### src/rtl/chan_est_pkg.sv
// chan_est_pkg: shared constants, state encoding and helpers for the
// pilot-based channel estimator / estimate buffer (chan_est_buffer).
package chan_est_pkg;

  localparam int CE_DATA_SIZE = 16;
  localparam int CE_FFT_SIZE  = 64;

  // BPSK training reference, one bit per subcarrier: 1 = reference is -1
  localparam logic [CE_FFT_SIZE-1:0] TRAIN_SIGN = 64'hA5C3_0F96_1E2D_4B78;

  // Unused subcarriers (DC and the guard band 27..37): 1 = null bin
  localparam logic [CE_FFT_SIZE-1:0] TRAIN_NULL = 64'h0000_003F_F800_0001;

  typedef enum logic [1:0] {
    ST_IDLE   = 2'd0,
    ST_TRAIN  = 2'd1,
    ST_TRAIN2 = 2'd2,
    ST_DATA   = 2'd3
  } state_t;

  // Two's complement negation that maps the most negative value to the most
  // positive one instead of wrapping back onto itself.
  function automatic logic signed [CE_DATA_SIZE-1:0] sat_neg(
    input logic signed [CE_DATA_SIZE-1:0] x
  );
    logic signed [CE_DATA_SIZE-1:0] result;
    if (x == {1'b1, {(CE_DATA_SIZE-1){1'b0}}}) begin
      result = {1'b0, {(CE_DATA_SIZE-1){1'b1}}};
    end else begin
      result = -x;
    end
    return result;
  endfunction

endpackage

### src/rtl/chan_est_ram.sv
// chan_est_ram: simple dual-port estimate store, FFT_SIZE x 2*DATA_SIZE.
// One write port, one read port with a registered read (1-cycle latency).
// The read register holds its value while re_i is low. Contents are not reset.
module chan_est_ram #(
  parameter int DATA_SIZE = 16,
  parameter int FFT_SIZE  = 64,
  parameter int ADDR_W    = $clog2(FFT_SIZE)
) (
  input  logic                   clk_i,
  input  logic                   we_i,
  input  logic [ADDR_W-1:0]      waddr_i,
  input  logic [2*DATA_SIZE-1:0] wdata_i,
  input  logic                   re_i,
  input  logic [ADDR_W-1:0]      raddr_i,
  output logic [2*DATA_SIZE-1:0] rdata_o
);

  logic [2*DATA_SIZE-1:0] mem_q [FFT_SIZE];
  logic [2*DATA_SIZE-1:0] rdata_q;

  // Write port: store one estimate per enabled cycle
  always_ff @(posedge clk_i) begin
    if (we_i) begin
      mem_q[waddr_i] <= wdata_i;
    end
  end

  // Read port: registered read, holds the last word when not enabled
  always_ff @(posedge clk_i) begin
    if (re_i) begin
      rdata_q <= mem_q[raddr_i];
    end
  end

  assign rdata_o = rdata_q;

endmodule

### src/rtl/chan_est_buffer.sv
// chan_est_buffer: computes H[k] from a BPSK training symbol, stores it, and
// during data symbols pairs every received sample (dividend a) with H[k]
// (divisor b) for the downstream complex divider, at a fixed 1-cycle latency.
// Optional feature macro: CHAN_EST_AVG2_EN -- two training symbols per frame,
// the stored estimate being the average of the two per-symbol estimates.
module chan_est_buffer
  import chan_est_pkg::*;
#(
  parameter int DATA_SIZE = CE_DATA_SIZE,
  parameter int FFT_SIZE  = CE_FFT_SIZE,
  parameter int ADDR_W    = $clog2(FFT_SIZE)
) (
  input  logic                 i_clk,
  input  logic                 i_reset,
  input  logic                 i_valid,
  input  logic                 i_sof,
  input  logic [DATA_SIZE-1:0] i_data_i,
  input  logic [DATA_SIZE-1:0] i_data_q,
  output logic                 o_valid,
  output logic [DATA_SIZE-1:0] o_data_a_i,
  output logic [DATA_SIZE-1:0] o_data_a_q,
  output logic [DATA_SIZE-1:0] o_data_b_i,
  output logic [DATA_SIZE-1:0] o_data_b_q,
  output logic [ADDR_W-1:0]    o_index,
  output logic                 o_sym_start,
  output logic                 o_est_ready
);

  localparam logic [ADDR_W-1:0] K_LAST = ADDR_W'(FFT_SIZE - 1);

  state_t            state_q, state_d;
  logic [ADDR_W-1:0] k_q, k_d;
  logic              est_ready_q, est_ready_d;

  logic sof_hit;
  logic train_wr;
  logic data_rd;
  logic t2_rd;
  logic [ADDR_W-1:0] wr_k;

  logic signed [DATA_SIZE-1:0] est_i, est_q;

  logic                   ram_we;
  logic [ADDR_W-1:0]      ram_waddr;
  logic [2*DATA_SIZE-1:0] ram_wdata;
  logic                   ram_re;
  logic [2*DATA_SIZE-1:0] ram_rdata;

  logic                 valid_q;
  logic                 sym_q;
  logic [DATA_SIZE-1:0] a_i_q, a_q_q;
  logic [ADDR_W-1:0]    idx_q;
  logic [DATA_SIZE-1:0] b_i_hold_q, b_q_hold_q;

  // A start-of-frame sample always restarts training as subcarrier 0
  assign sof_hit  = i_valid & i_sof;
  assign train_wr = i_valid & ~i_sof & (state_q == ST_TRAIN);
  assign data_rd  = i_valid & ~i_sof & (state_q == ST_DATA);
`ifdef CHAN_EST_AVG2_EN
  assign t2_rd    = i_valid & ~i_sof & (state_q == ST_TRAIN2);
`else
  assign t2_rd    = 1'b0;
`endif
  assign wr_k     = sof_hit ? '0 : k_q;

  // Per-sample estimate against the BPSK reference; null bins get (1,0)
  always_comb begin
    est_i = i_data_i;
    est_q = i_data_q;
    if (TRAIN_NULL[wr_k]) begin
      est_i = DATA_SIZE'(1);
      est_q = '0;
    end else if (TRAIN_SIGN[wr_k]) begin
      est_i = sat_neg(i_data_i);
      est_q = sat_neg(i_data_q);
    end
  end

  // Next-state logic for the frame FSM, subcarrier counter and ready flag
  always_comb begin
    state_d     = state_q;
    k_d         = k_q;
    est_ready_d = est_ready_q;
    if (sof_hit) begin
      state_d     = ST_TRAIN;
      k_d         = ADDR_W'(1);
      est_ready_d = 1'b0;
    end else if (i_valid) begin
      case (state_q)
        ST_TRAIN: begin
          k_d = k_q + ADDR_W'(1);
          if (k_q == K_LAST) begin
`ifdef CHAN_EST_AVG2_EN
            state_d = ST_TRAIN2;
`else
            state_d     = ST_DATA;
            est_ready_d = 1'b1;
`endif
          end
        end
`ifdef CHAN_EST_AVG2_EN
        ST_TRAIN2: begin
          k_d = k_q + ADDR_W'(1);
          if (k_q == K_LAST) begin
            state_d     = ST_DATA;
            est_ready_d = 1'b1;
          end
        end
`endif
        ST_DATA: begin
          k_d = k_q + ADDR_W'(1);
        end
        default: ;
      endcase
    end
  end

  // Frame FSM state registers
  always_ff @(posedge i_clk or posedge i_reset) begin
    if (i_reset) begin
      state_q     <= ST_IDLE;
      k_q         <= '0;
      est_ready_q <= 1'b0;
    end else begin
      state_q     <= state_d;
      k_q         <= k_d;
      est_ready_q <= est_ready_d;
    end
  end

`ifdef CHAN_EST_AVG2_EN
  logic                        avg_pend_q;
  logic [ADDR_W-1:0]           avg_k_q;
  logic signed [DATA_SIZE-1:0] h2_i_q, h2_q_q;
  logic signed [DATA_SIZE-1:0] h1_i, h1_q;
  logic signed [DATA_SIZE:0]   sum_i, sum_q;
  logic signed [DATA_SIZE-1:0] avg_i, avg_q;

  // Second-symbol estimate waits one cycle for the registered H1 read.
  // Null bins average (1,0) with (1,0) and therefore remain (1,0).
  always_ff @(posedge i_clk or posedge i_reset) begin
    if (i_reset) begin
      avg_pend_q <= 1'b0;
      avg_k_q    <= '0;
      h2_i_q     <= '0;
      h2_q_q     <= '0;
    end else begin
      avg_pend_q <= t2_rd;
      if (t2_rd) begin
        avg_k_q <= k_q;
        h2_i_q  <= est_i;
        h2_q_q  <= est_q;
      end
    end
  end

  assign h1_i  = ram_rdata[2*DATA_SIZE-1:DATA_SIZE];
  assign h1_q  = ram_rdata[DATA_SIZE-1:0];
  assign sum_i = {h1_i[DATA_SIZE-1], h1_i} + {h2_i_q[DATA_SIZE-1], h2_i_q};
  assign sum_q = {h1_q[DATA_SIZE-1], h1_q} + {h2_q_q[DATA_SIZE-1], h2_q_q};
  assign avg_i = sum_i[DATA_SIZE:1];
  assign avg_q = sum_q[DATA_SIZE:1];
`endif

  // Write-port arbitration: a new training sample beats a stale averaging write
  always_comb begin
    ram_we    = 1'b0;
    ram_waddr = wr_k;
    ram_wdata = {est_i, est_q};
    if (sof_hit | train_wr) begin
      ram_we = 1'b1;
`ifdef CHAN_EST_AVG2_EN
    end else if (avg_pend_q) begin
      ram_we    = 1'b1;
      ram_waddr = avg_k_q;
      ram_wdata = {avg_i, avg_q};
`endif
    end
  end

  assign ram_re = data_rd | t2_rd;

  chan_est_ram #(
    .DATA_SIZE (DATA_SIZE),
    .FFT_SIZE  (FFT_SIZE),
    .ADDR_W    (ADDR_W)
  ) u_ram (
    .clk_i   (i_clk),
    .we_i    (ram_we),
    .waddr_i (ram_waddr),
    .wdata_i (ram_wdata),
    .re_i    (ram_re),
    .raddr_i (k_q),
    .rdata_o (ram_rdata)
  );

  // Output pipeline aligned with the 1-cycle RAM read; a and index hold between pairs
  always_ff @(posedge i_clk or posedge i_reset) begin
    if (i_reset) begin
      valid_q    <= 1'b0;
      sym_q      <= 1'b0;
      a_i_q      <= '0;
      a_q_q      <= '0;
      idx_q      <= '0;
      b_i_hold_q <= '0;
      b_q_hold_q <= '0;
    end else begin
      valid_q <= data_rd;
      sym_q   <= data_rd & (k_q == '0);
      if (data_rd) begin
        a_i_q <= i_data_i;
        a_q_q <= i_data_q;
        idx_q <= k_q;
      end
      if (valid_q) begin
        b_i_hold_q <= ram_rdata[2*DATA_SIZE-1:DATA_SIZE];
        b_q_hold_q <= ram_rdata[DATA_SIZE-1:0];
      end
    end
  end

  // The RAM read register is shared with averaging, so b shows it only on a valid pair
  assign o_data_b_i  = valid_q ? ram_rdata[2*DATA_SIZE-1:DATA_SIZE] : b_i_hold_q;
  assign o_data_b_q  = valid_q ? ram_rdata[DATA_SIZE-1:0] : b_q_hold_q;
  assign o_valid     = valid_q;
  assign o_sym_start = sym_q;
  assign o_data_a_i  = a_i_q;
  assign o_data_a_q  = a_q_q;
  assign o_index     = idx_q;
  assign o_est_ready = est_ready_q;

endmodule

### config.mk
export PLATFORM = sky130hd
export DESIGN_NAME = chan_est_buffer
export DESIGN_NICKNAME = d
export VERILOG_FILES = /design/src/rtl/chan_est_pkg.sv /design/src/rtl/chan_est_ram.sv /design/src/rtl/chan_est_buffer.sv
export SDC_FILE = /design/constraint.sdc
export NUM_CORES = 2
export LEC_CHECK = 0
export BUFFER_PORTS_ARGS = -buffer_cell sky130_fd_sc_hd__buf_2
export CORE_ASPECT_RATIO = 0.7
export CORE_MARGIN = 2
export CORE_UTILIZATION = 35
export CTS_BUF_LIST = sky130_fd_sc_hd__clkbuf_4 sky130_fd_sc_hd__clkbuf_8 sky130_fd_sc_hd__clkbuf_16
export CTS_CLUSTER_SIZE = 8
export DETAILED_ROUTE_END_ITERATION = 16
export PLACE_DENSITY = 0.49
export SETUP_SLACK_MARGIN = 0.5
export SYNTH_ARGS = -nofsm -noshare
export SYNTH_HDL_FRONTEND = slang
export SYNTH_SLANG_ARGS = --single-unit
### constraint.sdc
create_clock -name i_clk -period 8.9 [get_ports i_clk]
set_input_delay 0.89 -clock i_clk [delete_from_list [all_inputs] [get_ports i_clk]]
set_output_delay 0.89 -clock i_clk [all_outputs]
set_load 0.02 [all_outputs]
* Yosys cells after proc, flatten, opt, wreduce, memory -nomap -nowiden *
Memory sizes are Yosys's and may differ from the RTL's. A register that Yosys moved wholly into a read port is not among the register bits.
Index checks and enable logic that the tools add are counted.

word-level totals
  register bits = 81
  memory bits (writable) = 2048
  bits in read-only memories = 128
  bits of input ports = 36
  memories = 3

operators by class
  $add $sub $neg = 3
  $lt $le $gt $ge = 1
  equal/unequal tests = 5
  muxes and demuxes = 25
  bitwise operators = 7
  reductions and logical operators = 8

memory list
  memory           depth  width  rd ports  clocked after memory_dff  write ports  RTL line               text
  u_ram.mem_q      64     32     1         1                         1            chan_est_ram.sv:18     logic [2*DATA_SIZE-1:0] mem_q [FFT_SIZE];
  (no name shown)  64     1      1         0                         0            chan_est_buffer.sv:73  end else if (TRAIN_SIGN[wr_k]) begin
  (no name shown)  64     1      1         0                         0            chan_est_buffer.sv:70  if (TRAIN_NULL[wr_k]) begin

operators by type and width
  cell                  number
  $mux 16               8
  $eq 16x16->1 const B  2
  $neg 16->16           2
  $mux 6                4
  $mux 1                9
  $mux 2                4
  $reduce_bool 2->1     4
  $lt 6x7->1 const B    1
  $add 6x1->6 const B   1
  $eq 6x6->1 const B    1
  $logic_not 6->1       1
  $and 1x1->1           5
  $reduce_and 3->1      1
  $eq 2x1->1 const B    1
  $eq 2x2->1 const B    1
  $reduce_and 2->1      1
  $reduce_or 2->1       1
  $not 1->1             1
  $or 1x1->1            1

* Depth between registers and ports, before layout *
  word-level depth = 7
  depth in mapped cells = 16
  mapped depth without buffers = 10

* Modules after synthesis *
Synthesis repeated with hierarchy kept, for this count alone.

unflattened totals
  cells, all modules = 3741
  area total of the unflattened synthesis = 83231.1 um^2

by module, submodules not included
  module           times used  cells an instance  area each (um^2)
  chan_est_ram     1           3324               78835.6
  chan_est_buffer  1           417                4395.5

* Worst setup path before layout *
Ideal clock, no wire load.

  path kind = in2reg
  start = input i_sof
  end = memory u_ram.mem_q[0][17] in the netlist's numbering (data pin)
  library setup time = 768 ps
  data arrival time = 5776 ps
  data required time = 8132 ps
  path slack = 2356 ps
  stages on the path = 13
  buffers on the path = 4
  cell sequence = clkbuf_1 nand2_1 clkbuf_1 nand2_1 ha_1 o21ai_0 o21ai_0 a221oi_1 o211a_1 buf_2 buf_2 nor2_1 a311oi_1

between the ends
  longest elaborated chain between the ends = 6

ends and longest elaborated chain
  element                       RTL line               text
  start, declared               chan_est_buffer.sv:16  input logic i_sof,
  $and 1x1->1 *                 chan_est_buffer.sv:56  assign sof_hit = i_valid & i_sof;
  $mux 6 *                      chan_est_buffer.sv:64  assign wr_k = sof_hit ? '0 : k_q;
  $mem_v2 64x1                  -
  $mux 1 (not written as such)  chan_est_buffer.sv:73
  $mux 16                       chan_est_buffer.sv:73
  $mux 16 *                     chan_est_buffer.sv:70
  named net est_i[1]            chan_est_buffer.sv:41  logic signed [DATA_SIZE-1:0] est_i, est_q;
  end, declared                 chan_est_ram.sv:18

Mark *: on every way through the listed nets, which the timed path passes. The rest lies on a longest branch. The select of a mux whose other input is x is not followed.

* Worst setup path in the final report *
  start = register k_q[4]
  end = memory u_ram.mem_q[16][27] in the netlist's numbering, enable pin

between the ends
  longest elaborated chain between the ends = 1

ends and longest elaborated chain
  element                 RTL line                text
  start, declared         chan_est_buffer.sv:32   logic [ADDR_W-1:0] k_q, k_d;
  start signal, assigned  chan_est_buffer.sv:126  k_q <= k_d;
  $mux 6                  chan_est_buffer.sv:64

Every way passes these cells.

==> results.sh <==
export IMPL_max_stage_delay_ns=1.13
export IMPL_path_clk_slew_ns=0.05
export IMPL_syn_area_sq_um=83200
export IMPL_tritoncts="yes"
export IMPL_cp_arrival_ns=5.98
export IMPL_powerDensity_nw_per_um2=286
export IMPL_synth_seq_cells=2160
export IMPL_fmax_mhz=181
export IMPL_start_util=0.352
export IMPL_slew_viol_final=0
export IMPL_cts_setup_buffers=0
export IMPL_startpoint_type="flip-flop"
export IMPL_synth_seq_area_share=0.775
export IMPL_root_buffer="clkbuf_16"
export IMPL_ys_warnings_count=0
export IMPL_grt_max_degree=100
export IMPL_synth_async_reset_ratio=0.0370
export IMPL_antenna_found_initial=10
export IMPL_layout_min_cycle_time_ns=5.52
export IMPL_vias_per_cell=5.71
export IMPL_die_y_um=412
export IMPL_synth_edff_count=2080
export IMPL_setup_viol=0
export IMPL_routed_wl_um=250000
export IMPL_gr_usage_all_layers=0.204
export IMPL_status="completed"
export IMPL_clock_sinks=2160
export IMPL_critical_path_top_delay_family="simple AND/OR/NAND/NOR gates"
export IMPL_routabilityCongestion=0.805
export IMPL_synth_top_cell_by_area="edfxtp_1"
export IMPL_core_area_sq_um=236000
export IMPL_crit_chain="buf_4 -> inv_1 -> nor2_2 -> buf_4 -> nand2_1 -> nor2_4 -> buf_4"
export IMPL_cts_buffers=311
export IMPL_rsz0062_at_grt="no"
export IMPL_boundaryPins=109
export IMPL_timing_slew_headroom=0.0471
export IMPL_fin_nets=4001
export IMPL_cts_max_level=5
export IMPL_period_share=0.621
export IMPL_antenna_left=0
export IMPL_dp_slack_ns=3.14
export IMPL_finalPower_w=0.0279
export IMPL_rows=149
export IMPL_yosysTopAreaCellShare=0.751
export IMPL_yosysMostFrequentCell="edfxtp_1"
export IMPL_post_route_drc_count=0
export IMPL_timing_final_ws_setup_ns=3.38
export IMPL_ir_drop_v=0.000145
export IMPL_grt_pass1_vias=40500
export IMPL_hold_viol=0
export IMPL_drt_iter0_drc=5507
export IMPL_synth_fp_nets=3627
export IMPL_clock_path_buffers=4
export IMPL_min_path_type="primary input to asynchronous set/reset pin"
export IMPL_grt_pass1_wl_um=342000
export IMPL_clkLatencyLatePin_ns=0.84
export IMPL_drt_pre_antenna_iters=5
export IMPL_power_leakage_nw=30.8
export IMPL_ys_flop_type="edfxtp_1"
export IMPL_max_cap_viol_count=0
export IMPL_wl_per_cell_um=34.6
export IMPL_worstSetupEndpointType="flip-flop"
export IMPL_dp_hpwl_um=134000
export IMPL_worst_path_buf_inv=4
export IMPL_yosys_top_cells_area="edfxtp_1, mux4_2, dfrtp_1"
export IMPL_synth_common_cells="edfxtp_1, mux4_2, nor2_1"
export IMPL_critPathKind="flip-flop to flip-flop"
export IMPL_hold_buffers=0
export IMPL_vias=41200
export IMPL_dieArea_sq_um=242000
export IMPL_crit_top_cell="buf_4"
export IMPL_syn_area_per_cell_sq_um=23.2
export IMPL_required_ns=9.35
export IMPL_crit_path_max_fanout=19
export IMPL_tns_ns=0
export IMPL_worst_pin_slew_ns=1.43
export IMPL_cts_resized_gates=0
export IMPL_skew_ns=0.0495
export IMPL_syn_to_final_growth_pct=17.3
export IMPL_synthCells=3584
export IMPL_layout_drive_gt1_share=0.357
export IMPL_io_buffer_count=108
export IMPL_grt_overflow=0
export IMPL_yosysUniqueCellTypes=63
export IMPL_cpMaxStageDelayCell="dfrtp_1"
export IMPL_fp_dieW_um=587
[worst paths after layout]
kind / start / to / slack, ns / cells after the start
min in group i_clk: i_data_i[11] / o_data_a_i[11]$_DFFE_PP0P_ / 0.40 / 2
hold reg to reg: o_index[0]$_DFFE_PP0P_ / o_index[0]$_DFFE_PP0P_ / 0.49 / 2
setup / recovery: k_q[4]$_DFFE_PP0P_ / u_ram.mem_q[16][27]$_DFFE_PP_ / 3.38 / 7
hold / removal: i_reset / b_q_hold_q[0]$_DFF_PP0_ / 0.15 / 2
setup reg to reg: k_q[4]$_DFFE_PP0P_ / u_ram.mem_q[16][27]$_DFFE_PP_ / 3.38 / 7
max in group asynchronous: i_reset / k_q[3]$_DFFE_PP0P_ / 7.66 / 3
[cells by family (layout without fill, tap and decap cells)]
kind of cell	after synthesis	after routing	synth area share
buffers and inverters	214	670	0.0123
adders and majority gates	7	7	0.00105
DFF	2160	2160	0.775
and+or+nand+nor	272	272	0.0157
AOI/OAI and AO/OA	218	218	0.0177
muxes	711	711	0.178
xor gates and xnor gates	2	2	0.000211
other	0	5	0
[per-layer routing]
layer  track usage  up-vias  routed length (um)  part of all wire
li1              -    16000                   -                 -
met1         0.324    22900              115000              0.46
met5             0        -                   0                 0
met3        0.0428      336               21900             0.088
met4        0.0445        0                4890             0.020
met2         0.287     1948              107000              0.43
[worst reg2reg max path, cell delays in order (launching register included)]
cell,delay (ns)
dfrtp_1,1.13
buf_4,0.36
inv_1,0.09
nor2_2,0.95
buf_4,0.58
nand2_1,0.56
nor2_4,0.89
buf_4,0.52
[where the power goes]
group          total [W]  switching [W]  leakage [nW]  internal, W
clock             0.0107        0.00409          4.29      0.00658
sequential        0.0123      0.0000930          20.0       0.0122
combinational    0.00492        0.00318          6.46      0.00173
total             0.0279        0.00737          30.8       0.0205
[per-stage QoR]
stage,cells,util,hold WS (ns),instance area [sq um]
CTS,7211,0.413,0.136,97500
global placement,6816,0.377,0.470,88900
global route,7211,0.413,0.161,97500
detailed placement,6816,0.377,0.475,88900
finish,7216,0.413,0.153,97500
floorplan,3584,-,0.515,83200
[sequential cells by signal (all words and copies together), names as in the netlist]
register       cells
b_i_hold_q        16
b_q_hold_q        16
k_q                6
o_data_a_i        16
o_data_a_q        16
o_index            6
o_sym_start        1
o_valid            1
state_q            2
u_ram.mem_q     2048
u_ram.rdata_o     32
[cell usage in the layout, fill, tap and decap left out, types with 7 or more instances in the layout]
master        n
buf_4       147
nor2_4       64
edfxtp_1   2080
mux2i_1      39
inv_1        12
a21oi_1      39
dfrtp_1      75
a311oi_4     20
mux4_2      609
buf_2       108
nand2b_1     27
nand3_1      13
ha_1          7
nor3_1       10
o2111ai_1     7
a22oi_1      36
nor2_1       23
o21ai_0      43
clkbuf_4     66
clkbuf_16   319
o21a_1       10
or3_1         8
nand2_1      74
a221oi_1     18
mux2_2       63
o211ai_1      8
[area by class of cell]
cell class	count	area, sq um
Fill cell	20500	138000
Sequential cell	2160	64500
Multi-Input combinational cell	1210	18700
Clock buffer	385	8480
Tap cell	3171	3970
Timing Repair Buffer	259	1720
Clock inverter	10	131
Inverter	16	62.6
Antenna cell	5	12.5
(Power assumes the default switching activity.)
